File: config.mk
export PLATFORM = sky130hd
export DESIGN_NAME = ps2_kb_controller
export DESIGN_NICKNAME = d
export VERILOG_FILES = /design/src/rtl/ps2_kb_controller.sv
export SDC_FILE = /design/constraint.sdc
export NUM_CORES = 1
export LEC_CHECK = 0
export CORE_MARGIN = 2
export CORE_UTILIZATION = 50
export CTS_CLUSTER_SIZE = 16
export DETAILED_ROUTE_END_ITERATION = 7
export PLACE_DENSITY = 0.68
export SYNTH_ARGS = -nofsm -noshare
export SYNTH_HDL_FRONTEND = slang
export SYNTH_SLANG_ARGS = --single-unit
File: constraint.sdc
create_clock -name clk -period 4.7 [get_ports clk]
set_input_delay 0.94 -clock clk [delete_from_list [all_inputs] [get_ports clk]]
set_output_delay 0.94 -clock clk [all_outputs]
set_load 0.02 [all_outputs]
File: src/rtl/ps2_kb_controller.sv
// PS/2 keyboard receiver: synchronizes the PS/2 lines, frames 11-bit packets, decodes E0/F0 prefixes
// and queues key events in a FWFT FIFO. Optional typematic-repeat filter: KB_REPEAT_FILTER_EN.
module ps2_kb_controller #(
    parameter int CLK_HZ      = 100_000_000,
    parameter int TIMEOUT_US  = 2000,
    parameter int FIFO_DEPTH  = 8,
    parameter int SYNC_STAGES = 2
) (
    input  logic       clk,
    input  logic       rst,
    input  logic       clk_kb,
    input  logic       data_kb,
    output logic [7:0] evt_code,
    output logic       evt_brk,
    output logic       evt_ext,
    output logic       evt_valid,
    input  logic       evt_ready,
    output logic [7:0] last_key,
    output logic       frame_err,
    output logic       fifo_ovf
);

    localparam int TIMEOUT_CYC = (CLK_HZ / 1_000_000) * TIMEOUT_US;
    localparam int TO_W        = $clog2(TIMEOUT_CYC + 1);
    localparam int PW          = $clog2(FIFO_DEPTH);
    localparam logic [TO_W-1:0] TO_LIM = TO_W'(TIMEOUT_CYC);

    localparam logic [1:0] ST_IDLE   = 2'd0;
    localparam logic [1:0] ST_SHIFT  = 2'd1;
    localparam logic [1:0] ST_PARITY = 2'd2;
    localparam logic [1:0] ST_STOP   = 2'd3;

    function automatic logic odd_parity_ok(input logic [8:0] v);
        return ^v;
    endfunction

    logic [SYNC_STAGES-1:0] clk_sync_q, data_sync_q;
    logic                   clk_prev_q;
    logic                   fall_s, din_s;

    logic [1:0]      state_q, state_d;
    logic [2:0]      bitcnt_q, bitcnt_d;
    logic [7:0]      shreg_q, shreg_d;
    logic            parity_q, parity_d;
    logic [TO_W-1:0] to_cnt_q, to_cnt_d;
    logic            byte_valid_q, byte_valid_d;
    logic            frame_err_q, frame_err_d;

    logic            pend_ext_q, pend_brk_q;
    logic [7:0]      last_key_q;
    logic            fifo_ovf_q;
    logic [9:0]      mem_q [FIFO_DEPTH];
    logic [PW:0]     wr_q, rd_q;

    logic            evt_s, repeat_s, push_s, pop_s, wr_en_s, full_s, empty_s;

    // Line synchronizers; reset to the idle-high level so no false edge follows reset.
    always_ff @(posedge clk) begin
        if (rst) begin
            clk_sync_q  <= '1;
            data_sync_q <= '1;
            clk_prev_q  <= 1'b1;
        end else begin
            clk_sync_q  <= {clk_sync_q[SYNC_STAGES-2:0], clk_kb};
            data_sync_q <= {data_sync_q[SYNC_STAGES-2:0], data_kb};
            clk_prev_q  <= clk_sync_q[SYNC_STAGES-1];
        end
    end

    assign fall_s = clk_prev_q & ~clk_sync_q[SYNC_STAGES-1];
    assign din_s  = data_sync_q[SYNC_STAGES-1];

    // Frame FSM and inter-edge timeout; a falling edge always wins over an expiring timeout.
    always_comb begin
        state_d      = state_q;
        bitcnt_d     = bitcnt_q;
        shreg_d      = shreg_q;
        parity_d     = parity_q;
        to_cnt_d     = to_cnt_q;
        byte_valid_d = 1'b0;
        frame_err_d  = 1'b0;
        case (state_q)
            ST_IDLE: begin
                to_cnt_d = '0;
                if (fall_s && !din_s) begin
                    state_d  = ST_SHIFT;
                    bitcnt_d = 3'd0;
                end else begin
                    state_d = ST_IDLE;
                end
            end
            default: begin
                if (fall_s) begin
                    to_cnt_d = '0;
                    case (state_q)
                        ST_SHIFT: begin
                            shreg_d  = {din_s, shreg_q[7:1]};
                            bitcnt_d = bitcnt_q + 3'd1;
                            if (bitcnt_q == 3'd7) begin
                                state_d = ST_PARITY;
                            end else begin
                                state_d = ST_SHIFT;
                            end
                        end
                        ST_PARITY: begin
                            parity_d = din_s;
                            state_d  = ST_STOP;
                        end
                        ST_STOP: begin
                            state_d = ST_IDLE;
                            if (odd_parity_ok({shreg_q, parity_q}) && din_s) begin
                                byte_valid_d = 1'b1;
                            end else begin
                                frame_err_d = 1'b1;
                            end
                        end
                        default: state_d = ST_IDLE;
                    endcase
                end else if (to_cnt_q == TO_LIM) begin
                    frame_err_d = 1'b1;
                    state_d     = ST_IDLE;
                    to_cnt_d    = '0;
                end else begin
                    to_cnt_d = to_cnt_q + {{(TO_W-1){1'b0}}, 1'b1};
                end
            end
        endcase
    end

    // Frame FSM state registers.
    always_ff @(posedge clk) begin
        if (rst) begin
            state_q      <= ST_IDLE;
            bitcnt_q     <= 3'd0;
            shreg_q      <= 8'h00;
            parity_q     <= 1'b0;
            to_cnt_q     <= '0;
            byte_valid_q <= 1'b0;
            frame_err_q  <= 1'b0;
        end else begin
            state_q      <= state_d;
            bitcnt_q     <= bitcnt_d;
            shreg_q      <= shreg_d;
            parity_q     <= parity_d;
            to_cnt_q     <= to_cnt_d;
            byte_valid_q <= byte_valid_d;
            frame_err_q  <= frame_err_d;
        end
    end

    assign evt_s   = byte_valid_q && (shreg_q != 8'hE0) && (shreg_q != 8'hF0);
    assign empty_s = (wr_q == rd_q);
    assign full_s  = (wr_q[PW] != rd_q[PW]) && (wr_q[PW-1:0] == rd_q[PW-1:0]);
    assign pop_s   = !empty_s && evt_ready;
    assign push_s  = evt_s && !repeat_s;
    // A push into a full FIFO still lands when the head leaves in the same cycle.
    assign wr_en_s = push_s && (!full_s || pop_s);

`ifdef KB_REPEAT_FILTER_EN
    logic held_ext_q;

    assign repeat_s = !pend_brk_q && (last_key_q != 8'h00) && (last_key_q == shreg_q)
                      && (held_ext_q == pend_ext_q);

    // Extended flag of the held key, so E0-xx and xx are told apart.
    always_ff @(posedge clk) begin
        if (rst) begin
            held_ext_q <= 1'b0;
        end else if (evt_s && !pend_brk_q) begin
            held_ext_q <= pend_ext_q;
        end else begin
            held_ext_q <= held_ext_q;
        end
    end
`else
    assign repeat_s = 1'b0;
`endif

    // Prefix decoder and held-key tracking.
    always_ff @(posedge clk) begin
        if (rst) begin
            pend_ext_q <= 1'b0;
            pend_brk_q <= 1'b0;
            last_key_q <= 8'h00;
        end else if (byte_valid_q) begin
            if (shreg_q == 8'hE0) begin
                pend_ext_q <= 1'b1;
            end else if (shreg_q == 8'hF0) begin
                pend_brk_q <= 1'b1;
            end else begin
                pend_ext_q <= 1'b0;
                pend_brk_q <= 1'b0;
                if (!pend_brk_q) begin
                    last_key_q <= shreg_q;
                end else if (shreg_q == last_key_q) begin
                    last_key_q <= 8'h00;
                end else begin
                    last_key_q <= last_key_q;
                end
            end
        end else begin
            pend_ext_q <= pend_ext_q;
        end
    end

    // Event FIFO storage, pointers and sticky overflow flag.
    always_ff @(posedge clk) begin
        if (rst) begin
            for (int i = 0; i < FIFO_DEPTH; i++) begin
                mem_q[i] <= 10'd0;
            end
            wr_q       <= '0;
            rd_q       <= '0;
            fifo_ovf_q <= 1'b0;
        end else begin
            if (wr_en_s) begin
                mem_q[wr_q[PW-1:0]] <= {pend_ext_q, pend_brk_q, shreg_q};
                wr_q                <= wr_q + {{PW{1'b0}}, 1'b1};
            end
            if (pop_s) begin
                rd_q <= rd_q + {{PW{1'b0}}, 1'b1};
            end
            if (push_s && !wr_en_s) begin
                fifo_ovf_q <= 1'b1;
            end
        end
    end

    assign evt_code  = mem_q[rd_q[PW-1:0]][7:0];
    assign evt_brk   = mem_q[rd_q[PW-1:0]][8];
    assign evt_ext   = mem_q[rd_q[PW-1:0]][9];
    assign evt_valid = !empty_s;
    assign last_key  = last_key_q;
    assign frame_err = frame_err_q;
    assign fifo_ovf  = fifo_ovf_q;

endmodule

======== After elaboration in Yosys (flattened, before gate mapping) ========
Memory sizes are Yosys's and may differ from the RTL's. A register that Yosys moved wholly into a read port is not among the register bits.
Cells that the tools add are included.
word-level totals
  register bits after elaboration ......... 58
  memory bits (writable) .................. 80
  input port bits ......................... 5
  memories ................................ 1
memories
  memory  depth  bits a word  rd ports  clocked after memory_dff  write ports  RTL line  text
  mem_q   8      10           1         1                         8            52        logic [9:0] mem_q [FIFO_DEPTH];
cells by class
  add/subtract/negate cells ............... 4
  eq/ne operators ......................... 16
  muxes and demuxes ....................... 30
  bitwise operators ....................... 7
  reductions and logical operators ........ 28
operators with widths
  cell                   number
  $mux 3                 7
  $add 18x1->18 const B  1
  $eq 18x18->1 const B   1
  $eq 8x8->1 const B     2
  $mux 8                 2
  $ne 8x8->1 const B     2
  $mux 1                 15
  $mux 10                1
  $reduce_or 10->1       1
  $reduce_and 3->1       3
  $reduce_xor 9->1       1
  $add 4x1->4 const B    2
  $eq 8x8->1             1
  $logic_and 1x1->1      8
  $mux 2                 4
  $reduce_or 4->1        2
  $not 1->1              6
  $eq 2x2->1 const B     2
  $eq 4x4->1             1
  $logic_not 1->1        4
  $ne 2x2->1 const B     2
  $pmux 2 s2             1
  $reduce_and 2->1       2
  $reduce_and 4->1       1
  12 further kinds       13

======== Longest topological paths before layout ========
Gate-level depths: netlist of run 1.
  word-level depth ........................ 10
  depth in mapped cells ................... 8

======== Worst setup path after synthesis of run 1 ========
No wires, ideal clock.
  path kind ............................... input to register
  start point ............................. in evt_ready
  end point ............................... mem mem_q[1][0], enable pin
  setup time .............................. 0.379 ns
  data arrival time ....................... 2.156 ns
  required time ........................... 4.321 ns
  path slack .............................. 2.165 ns
  stages on the path ...................... 5
  path buffers ............................ 1
  cell sequence ........................... nor2_1 > a21oi_4 > buf_2 > nand2_2 > o21bai_1
RTL lines
  item         RTL line  text
  from (decl)  17        input logic evt_ready,
  to (decl)    52

==> results of run 1 <==
## cell usage after synthesis (4+ instances only)
master / number
nor3_1: 6
ha_1: 10
o21bai_1: 4
nor2b_1: 7
clkbuf_1: 15
nand2_2: 4
xnor2_1: 15
mux4_2: 20
nor4_1: 7
dfxtp_1: 61
buf_2: 7
o21ai_0: 11
nand3_1: 14
mux2_2: 10
a21oi_1: 25
xor2_1: 23
nand2_1: 56
edfxtp_1: 80
inv_1: 9
nor2_1: 118
or2_2: 6
a31o_2: 4
## per-stage QoR
| stage | instance area, um^2 | worst slack (ps) | total power [mW] | cells |
|---|---|---|---|---|
| finish | 7210 | 1110 | 2.75 | 751 |
| global route | 7210 | 1000 | 2.83 | 751 |
| CTS | 7210 | 1070 | 2.77 | 751 |
| detailed placement | 6610 | 1180 | 1.43 | 719 |
| global placement | 6610 | 1330 | 1.43 | 719 |
| floorplan | 6260 | 2160 | 1.41 | 550 |
## cells by family after synthesis
kind of cell,after synthesis
xor+xnor,39
simple gates,237
fa+ha+maj,10
buf+inv,35
flops,141
compound gates,54
mux,34
## power by group through the flow
stage               clock network (mW)  logic [mW]  registers (mW)
floorplan                            0      0.0401            1.37
global placement                     0      0.0570            1.37
detailed placement                   0      0.0592            1.37
CTS                               1.36      0.0592            1.35
global route                      1.42      0.0630            1.35
finish                            1.34      0.0586            1.35
## worst paths after layout
path                                 endpoint          start  depth (start not counted)  slack (ps)
worst max register to register    mem_q[3][4]        wr_q[2]                          5        1700
worst min register to register  clk_sync_q[1]  clk_sync_q[0]                          1         410
worst max-delay path              evt_code[1]      flip-flop                          3        1110
worst min-delay path            clk_sync_q[1]  clk_sync_q[0]                          1         410
## state kept, by name, indices dropped and copies added (netlist names), named ones only
register	flops
byte_valid_q	1
state_q	2
clk_prev_q	1
parity_q	1
mem_q	80
fifo_ovf	1
clk_sync_q	2
frame_err	1
bitcnt_q	3
data_sync_q	2
rd_q	4
to_cnt_q	18
pend_brk_q	1
pend_ext_q	1
wr_q	4
shreg_q	8
last_key	8
## area by class of cell
| class | instances | area (um^2) | area share (%) |
|---|---|---|---|
| Timing Repair Buffer | 27 | 260 | 3.61 |
| Clock inverter | 15 | 173 | 2.40 |
| Sequential cell | 141 | 3620 | 50.3 |
| Clock buffer | 17 | 425 | 5.90 |
| Multi-Input combinational cell | 374 | 2480 | 34.4 |
| Tap cell | 168 | 210 | 2.92 |
| Inverter | 9 | 33.8 | 0.469 |
## per-layer routing
layer,GRT usage [%],wire length (um),vias to the layer above
met5,0,0,-
met3,5.28,533,25
li1,-,-,1982
met2,34.5,6270,99
met4,8.02,296,0
met1,25.4,5380,1989
## worst max-delay path: cells and delay by family, from the launching register on
kind | cells | cell delay, ps
multiplexers | 2 | 730
buffers and inverters | 1 | 540
flip-flops | 1 | 940
==> summary.txt, run 1 <==
Post-CTS Setup Bufs: 0
FFs w/ async S/R, synth: 0%
WS Path Type: reg -> out
clock buffer count from CTS: 17
# diodes: 0
VDD IR max: 0.260 mV
Area Growth Syn to Fin: 15.2%
drt wl/cell: 16.6 um
HPWL after DPL: 8770 um
worst hold path type: reg -> reg
die height: 116 um
crit path cell chain: mux4_2, mux2_2, clkdlybuf4s50_1
Clock Power Share: 48.8%
CP peak stage delay: 940 ps
I/O pin total: 26
P_int: 2.19 mW
Syn Nets: 565
Most used DFF post-synth: edfxtp_1
Yosys warnings: 0
largest net degree at the start of global routing: 36
register share of total power: 49.1%
status: completed
row count: 40
#FFs+latches synth: 141
most common cell after layout, fill and taps aside: nor2_1
initial core utilization: 51.7%
TritonCTS clock tree: built
Post-Synth Simple-Gate Area: 16.9%
CTS Buffer Depth: 2
Synth area leaders: edfxtp_1 38%, dfxtp_1 20%, mux4_2 7.2%
core area: 12100 um^2
Slew Limit Fails: 0
Hold Slack: 412 ps
Clk Latency, worst-skew pair: 420 ps
Final Routed Wirelength: 12500 um
Die X: 116 um
Initial DRC Count: 225
CP arrival: 2650 ps
layout cells sized above 1: 14.8%
Worst Path Required: 3760 ps
initial antenna violation count: 0
Comb pwr share: 2.1%
CP Capture Type: output port
Worst setup SP type: flip-flop
Netlist cell types: 47
ANT nets after route: 0
most frequent cells in the layout: 118 x nor2_1, 80 x edfxtp_1, 61 x dfxtp_1
Final min period: 3590 ps
cts repair resizes: 0
clock skew: 7.16 ps
vias in the first global route: 4060
final core occ: 59.5%
Syn Inst Count: 550
number of synthesized flops with an enable pin: 80
Max Fclk: 0.279 GHz
Slew @ Worst Pin: 964 ps
area leader, netlist: edfxtp_1
Nets: 585
mux cell area share after synthesis: 9.72%
Die Area: 13400 um^2
Post-Synth XOR/XNOR Area: 5.68%
Global Route Usage Sum: 20.5%
max-cap violation count: 0
Post-Syn Area per Cell: 11.4 um^2
area share of the leading cell type in the synthesized netlist: 38.4%
first-pass GRT wire length: 20500 um
NetSw: 0.555 mW
FILL cells: 1022
adder-cell share of the synthesized area: 2.00%
input/output buffers: 25
via count: 4095
Setup violations, final: 0
final hold vios: 0
slowest CP cell: dfxtp_1
grt total ovfl: 0
Clock transition at path regs: 60 ps
relative slew slack: 35.6%
leakage power: 2.36 nW
main combinational cell family by area after synthesis: simple AND/OR/NAND/NOR gates
RSZ-0062 raised after global routing: no
CP Max Fanout: 20
Mapped Area: 6260 um^2
DRT Pass-1 Iters: 5
final period utilization: 76.3%
H-tree Lvls: 4
CTS Hold Bufs: 0
RePlAce Congestion: 0.855
DR vias/cell: 5.45
CTS sink cnt: 141
final setup TNS: 0 ps
post-synthesis compound-gate area fraction: 5.40%
PD cells: 381 nW/um^2
clock root cell: clkbuf_16
detailed-route DRC error count: 0
sequential area share after synthesis: 57.9%
switching share of total power: 20.2%
No activity file was read; power rests on OpenSTA's default activity.
==> run 2: changes to the inputs <==
==> constraint.sdc (replaced) <==
create_clock -name clk -period 3.7 [get_ports clk]
set_input_delay 0.74 -clock clk [delete_from_list [all_inputs] [get_ports clk]]
set_output_delay 0.74 -clock clk [all_outputs]
set_load 0.02 [all_outputs]
==> summary.txt, run 2 (synthesis gave the netlist of run 1 again) <==
WS Path Type: reg -> out
Final min period: 3220 ps
most common cell after layout, fill and taps aside: nor2_1
CP Capture Type: output port
Global Route Usage Sum: 21.7% (+1.3 points)
clock skew: 10.2 ps (+3.02 ps)
Setup violations, final: 0 (unchanged)
status: completed
CP Max Fanout: 20 (unchanged)
leakage power: 2.43 nW (+2.9%)
Slew Limit Fails: 0 (unchanged)
VDD IR max: 0.281 mV (+8.1%)
Top reg by flops: mem_q
input/output buffers: 25 (unchanged)
WHS Path Cells: 1 (unchanged)
HPWL after DPL: 9070 um (+3.4%)
H-tree Lvls: 4 (unchanged)
Initial DRC Count: 246 (+9.3%)
# diodes: 0 (unchanged)
die height: 116 um (unchanged)
Top Registers: mem_q x80, to_cnt_q x18
grt total ovfl: 0 (unchanged)
drt wl/cell: 17.7 um (+6.5%)
reg2reg path depth: 6 (+1)
initial core utilization: 51.7% (unchanged)
register area: 3620 um^2 (unchanged)
FILL cells: 980 (-4.1%)
CTS sink cnt: 141 (unchanged)
TritonCTS clock tree: built
PD cells: 511 nW/um^2 (+34%)
Clock transition at path regs: 50 ps (about the same)
detailed-route DRC error count: 0 (unchanged)
RePlAce Congestion: 0.810 (-5.3%)
Worst Path Required: 2960 ps (-800 ps)
final period utilization: 86.9%
DRT Pass-1 Iters: 5 (unchanged)
relative slew slack: 36.9% (+1.3 points)
clock buffer count from CTS: 17 (unchanged)
DR vias/cell: 5.57 (+2.1%)
final hold vios: 0 (unchanged)
CP arrival: 2480 ps (-170 ps)
max FFs per register: 80 (unchanged)
I/O pin total: 26 (unchanged)
Max Fclk: 0.311 GHz
first-pass GRT wire length: 21600 um (+5.5%)
initial antenna violation count: 0 (unchanged)
final setup TNS: 0 ps (unchanged)
largest net degree at the start of global routing: 28 (-22%)
Slew @ Worst Pin: 934 ps (-30.4 ps)
Die Area: 13400 um^2 (unchanged)
RSZ-0062 raised after global routing: no
clock root cell: clkbuf_16
ANT nets after route: 0 (unchanged)
Worst setup SP type: flip-flop
CTS Buffer Depth: 2 (unchanged)
Area Growth Syn to Fin: 17.2%
max-cap violation count: 0 (unchanged)
Die X: 116 um (unchanged)
Final Routed Wirelength: 13400 um (+7.3%)
Post-CTS Setup Bufs: 0 (unchanged)
row count: 40 (unchanged)
Place WS: 890 ps (-293 ps)
via count: 4216 (+3.0%)
most frequent cells in the layout: 118 x nor2_1, 80 x edfxtp_1, 61 x dfxtp_1
fin worst setup slack: 484 ps (-628 ps)
CTS Hold Bufs: 0 (unchanged)
worst hold path type: reg -> reg
Clk Latency, worst-skew pair: 420 ps (about the same)
vias in the first global route: 4170 (+2.7%)
layout cells sized above 1: 14.9% (+0.19 points)
multi-input logic area: 2480 um^2 (unchanged)
core area: 12100 um^2 (unchanged)
cts repair resizes: 0 (unchanged)
Nets: 591 (+1.0%)
-- run 2: changes by cell type in the layout (fill, tap and decap cells not counted), sizes merged --
cell	previous run	this run
buf	3	9
bufinv	3	7
clkinv	8	5
clkbuf	17	19
clkinvlp	3	1
inv	10	9
-- run 2: layout make-up --
cell class                      count  area share [%]
Multi-Input combinational cell    374            33.9
Sequential cell                   141            49.4
Timing Repair Buffer               33            4.16
Inverter                            9           0.461
Clock buffer                       19            5.90
Clock inverter                     13            3.33
Tap cell                          168            2.87
-- run 2: worst max-delay path, stage by stage (launching register included) --
cell	delay, ps
dfxtp_1	310
buf_4	350
mux4_2	550
mux2_2	280
clkdlybuf4s50_1	550
-- run 2: through the flow --
stage / instances / instance area [um^2] / util [%] / power, mW / hold slack (ps)
global placement: 725 / 6660 / 55.0 / 1.82 / 393
CTS: 757 / 7330 / 60.5 / 3.77 / 415
finish: 757 / 7330 / 60.5 / 3.75 / 410
global route: 757 / 7330 / 60.5 / 3.84 / 420
floorplan: 550 / 6260 / - / 1.79 / 389
detailed placement: 725 / 6660 / 55.0 / 1.82 / 401
-- run 2: routing by layer --
layer	vias to the layer above	track usage [%]	wire length, um
met2	114	37.7	6880
met1	2087	26.4	5630
met5	-	0	0
met3	26	5.44	672
li1	1989	-	-
met4	0	7.94	222
-- run 2: path summary, 6_finish.rpt --
check / from / to / slack [ps]
max: flip-flop / evt_code[2] / 480
max reg2reg: shreg_q[1] / mem_q[7][4] / 1170
min reg2reg: clk_sync_q[0] / clk_sync_q[1] / 410
min: clk_sync_q[0] / clk_sync_q[1] / 410
-- run 2: power by group --
group | internal, mW | total, mW | leakage [nW] | switching (mW)
Clock | 1.32 | 1.96 | 0.326 | 0.635
Sequential | 1.70 | 1.71 | 1.27 | 0.0156
Combinational | 0.0340 | 0.0799 | 0.833 | 0.0460
==> run 3: changes to the inputs <==
--- a/config.mk
+++ b/config.mk
@@ -9,6 +9,7 @@
 export CORE_UTILIZATION = 50
 export CTS_CLUSTER_SIZE = 16
 export DETAILED_ROUTE_END_ITERATION = 7
+export HOLD_SLACK_MARGIN = 0.03
 export PLACE_DENSITY = 0.68
 export SYNTH_ARGS = -nofsm -noshare
 export SYNTH_HDL_FRONTEND = slang
==> results of run 3 <==
The final DEF is identical to that of run 2; final timing and power are the same.
==> RTL edit: new RTL, settings of run 2 <==
Add a define of `KB_REPEAT_FILTER_EN`.
--- a/src/rtl/ps2_kb_controller.sv
+++ b/src/rtl/ps2_kb_controller.sv
@@ -1,5 +1,7 @@
 // PS/2 keyboard receiver: synchronizes the PS/2 lines, frames 11-bit packets, decodes E0/F0 prefixes
 // and queues key events in a FWFT FIFO. Optional typematic-repeat filter: KB_REPEAT_FILTER_EN.
+`define KB_REPEAT_FILTER_EN
+
 module ps2_kb_controller #(
     parameter int CLK_HZ      = 100_000_000,
     parameter int TIMEOUT_US  = 2000,
Function: same outputs for any inputs over 10 cycles, from zero or initial values and one cycle with rst high; that may be too few to reach the edited logic, so the function may still have changed.
==> RTL edit against run 2 <==
- global-route usage shrank 0.31 points
- first-iteration DRC count grew 46%
- critical path depth is the same
- core utilization shrank 1.6 points
- final area grew 2.2%
- area after synthesis grew 4.6%
- register-to-register slack lost 0.34 ns
- clock power shrank 15%
- power shrank 7.7%
- non-clock buffer count shrank 2
- sequential cell count grew 1
- routed wire length grew 4.4%
- worst setup slack lost 0.024 ns
- via count grew 0.17%
- highest routed layer unchanged
==> RTL edit: results <==
group,metric,value,unit
outcome,status,"completed",
finish,fin_cells,765,
placement,gpl.final_weighted_congestion,0.798,
global_routing,use_met3,0.0468,
critical_path,endpoint,"evt_code[1]",
detailed_routing,wl_per_cell,18.3,um
detailed_routing,wl_met1,5.93,mm
yosys,ys_top_cells_by_count,"edfxtp_1, and2_1, dfxtp_1",
placement,dp.cells,733,
critical_path,r2r_end,"mem_q[3][1]$_SDFFCE_PN0P_",
pwr,vdd_ir_drop_max,0.000276,V
critical_path,crit_path_top_delay_cell,"mux4_2",
yosys,synthXorXnorAreaFrac,0.0516,
global_routing,use_met2,0.362,
finish,fin_nets,595,
placement,dp_hpwl,8.93,mm
sta,fin_skew,0.00972,ns
detailed_routing,drt_iter0_drc,358,
detailed_routing,dr.max_layer_used,"met4",
yosys,seq_area_frac_synth,0.556,
detailed_routing,vias_per_cell,5.52,
pwr,pwr-share-clk,0.483,
yosys,syn_nets,576,
global_routing,grt_pass1_wl,22.8,mm
sta,worst_pin_slew,0.873,ns
yosys,synthCells,561,
pwr,p_leak,2.61,nW
critical_path,r2r_cells,5,
global_routing,grtUsageMet1,0.271,
critical_path,crit_path_max_incr_delay,0.57,ns
critical_path,r2r_start,"shreg_q[0]$_SDFFE_PP0P_",
pwr,switching_share,0.199,
yosys,synth_cell_types,51,
finish,top_regs,"mem_q x80, to_cnt_q x18",
detailed_routing,met2RoutedLength,7.09,mm
placement,place_area,6910,sq um
global_routing,grt_max_degree,44,
global_routing,grt_pass1_vias,4297,
global_routing,track_usage,0.214,
finish,drive_gt1_frac,0.153,
yosys,muxShareOfSynthArea,0.0933,
critical_path,reg2reg_slack,0.83,ns
critical_path,worstPathArrival,2.50,ns
yosys,synth_compound_area_frac,0.0573,
yosys,synth_area_leaders,"edfxtp_1, dfxtp_1, and2_1, mux4_2, xnor2_1",
detailed_routing,met3_length,694,um
[RTL edit: changes by cell type in the layout (fill, tap and decap cells not counted), sizes merged, moves of 5 or more]
cell and delta:
nor4 +8, nand2 -17, and2 +74, nor2 -77, nor3 +10, inv +8, xnor2 +5, bufinv -5
xor2 -7
[RTL edit: cell families (layout without fill, tap and decap cells)]
kind of cell | Yosys count | after routing
buffers and inverters | 47 | 79
adder cells (fa/ha/maj) | 10 | 10
AO/OA/AOI/OAI | 61 | 61
multiplexers | 34 | 34
flip-flops | 142 | 142
XOR/XNOR | 37 | 37
AND/OR/NAND/NOR | 230 | 230
[RTL edit: final cells by class]
cell class | count | share of cell area
Clock buffer | 21 | 0.0629
Clock inverter | 11 | 0.0149
Inverter | 16 | 0.00801
Multi-Input combinational cell | 372 | 0.361
Sequential cell | 142 | 0.486
Tap cell | 172 | 0.0287
Timing Repair Buffer | 31 | 0.0387
[RTL edit: worst register-to-register path, cell delays in order, from the launching register on]
cell	delay, ns
dfxtp_1	0.45
or4_4	0.60
o21ai_2	0.38
a31o_2	0.49
nor2_2	0.18
a41o_1	0.46
[RTL edit: stage by stage]
step / hold WS (ns) / utilization / setup WS (ns) / power, mW
2_1_floorplan: 0.389 / - / 1.54 / 1.79
3_3_place_gp: 0.394 / 0.543 / 0.927 / 1.82
3_5_place_dp: 0.393 / 0.543 / 0.883 / 1.82
4_1_cts: 0.407 / 0.589 / 0.404 / 3.49
5_1_grt: 0.435 / 0.589 / 0.353 / 3.56
6_report: 0.407 / 0.589 / 0.461 / 3.46
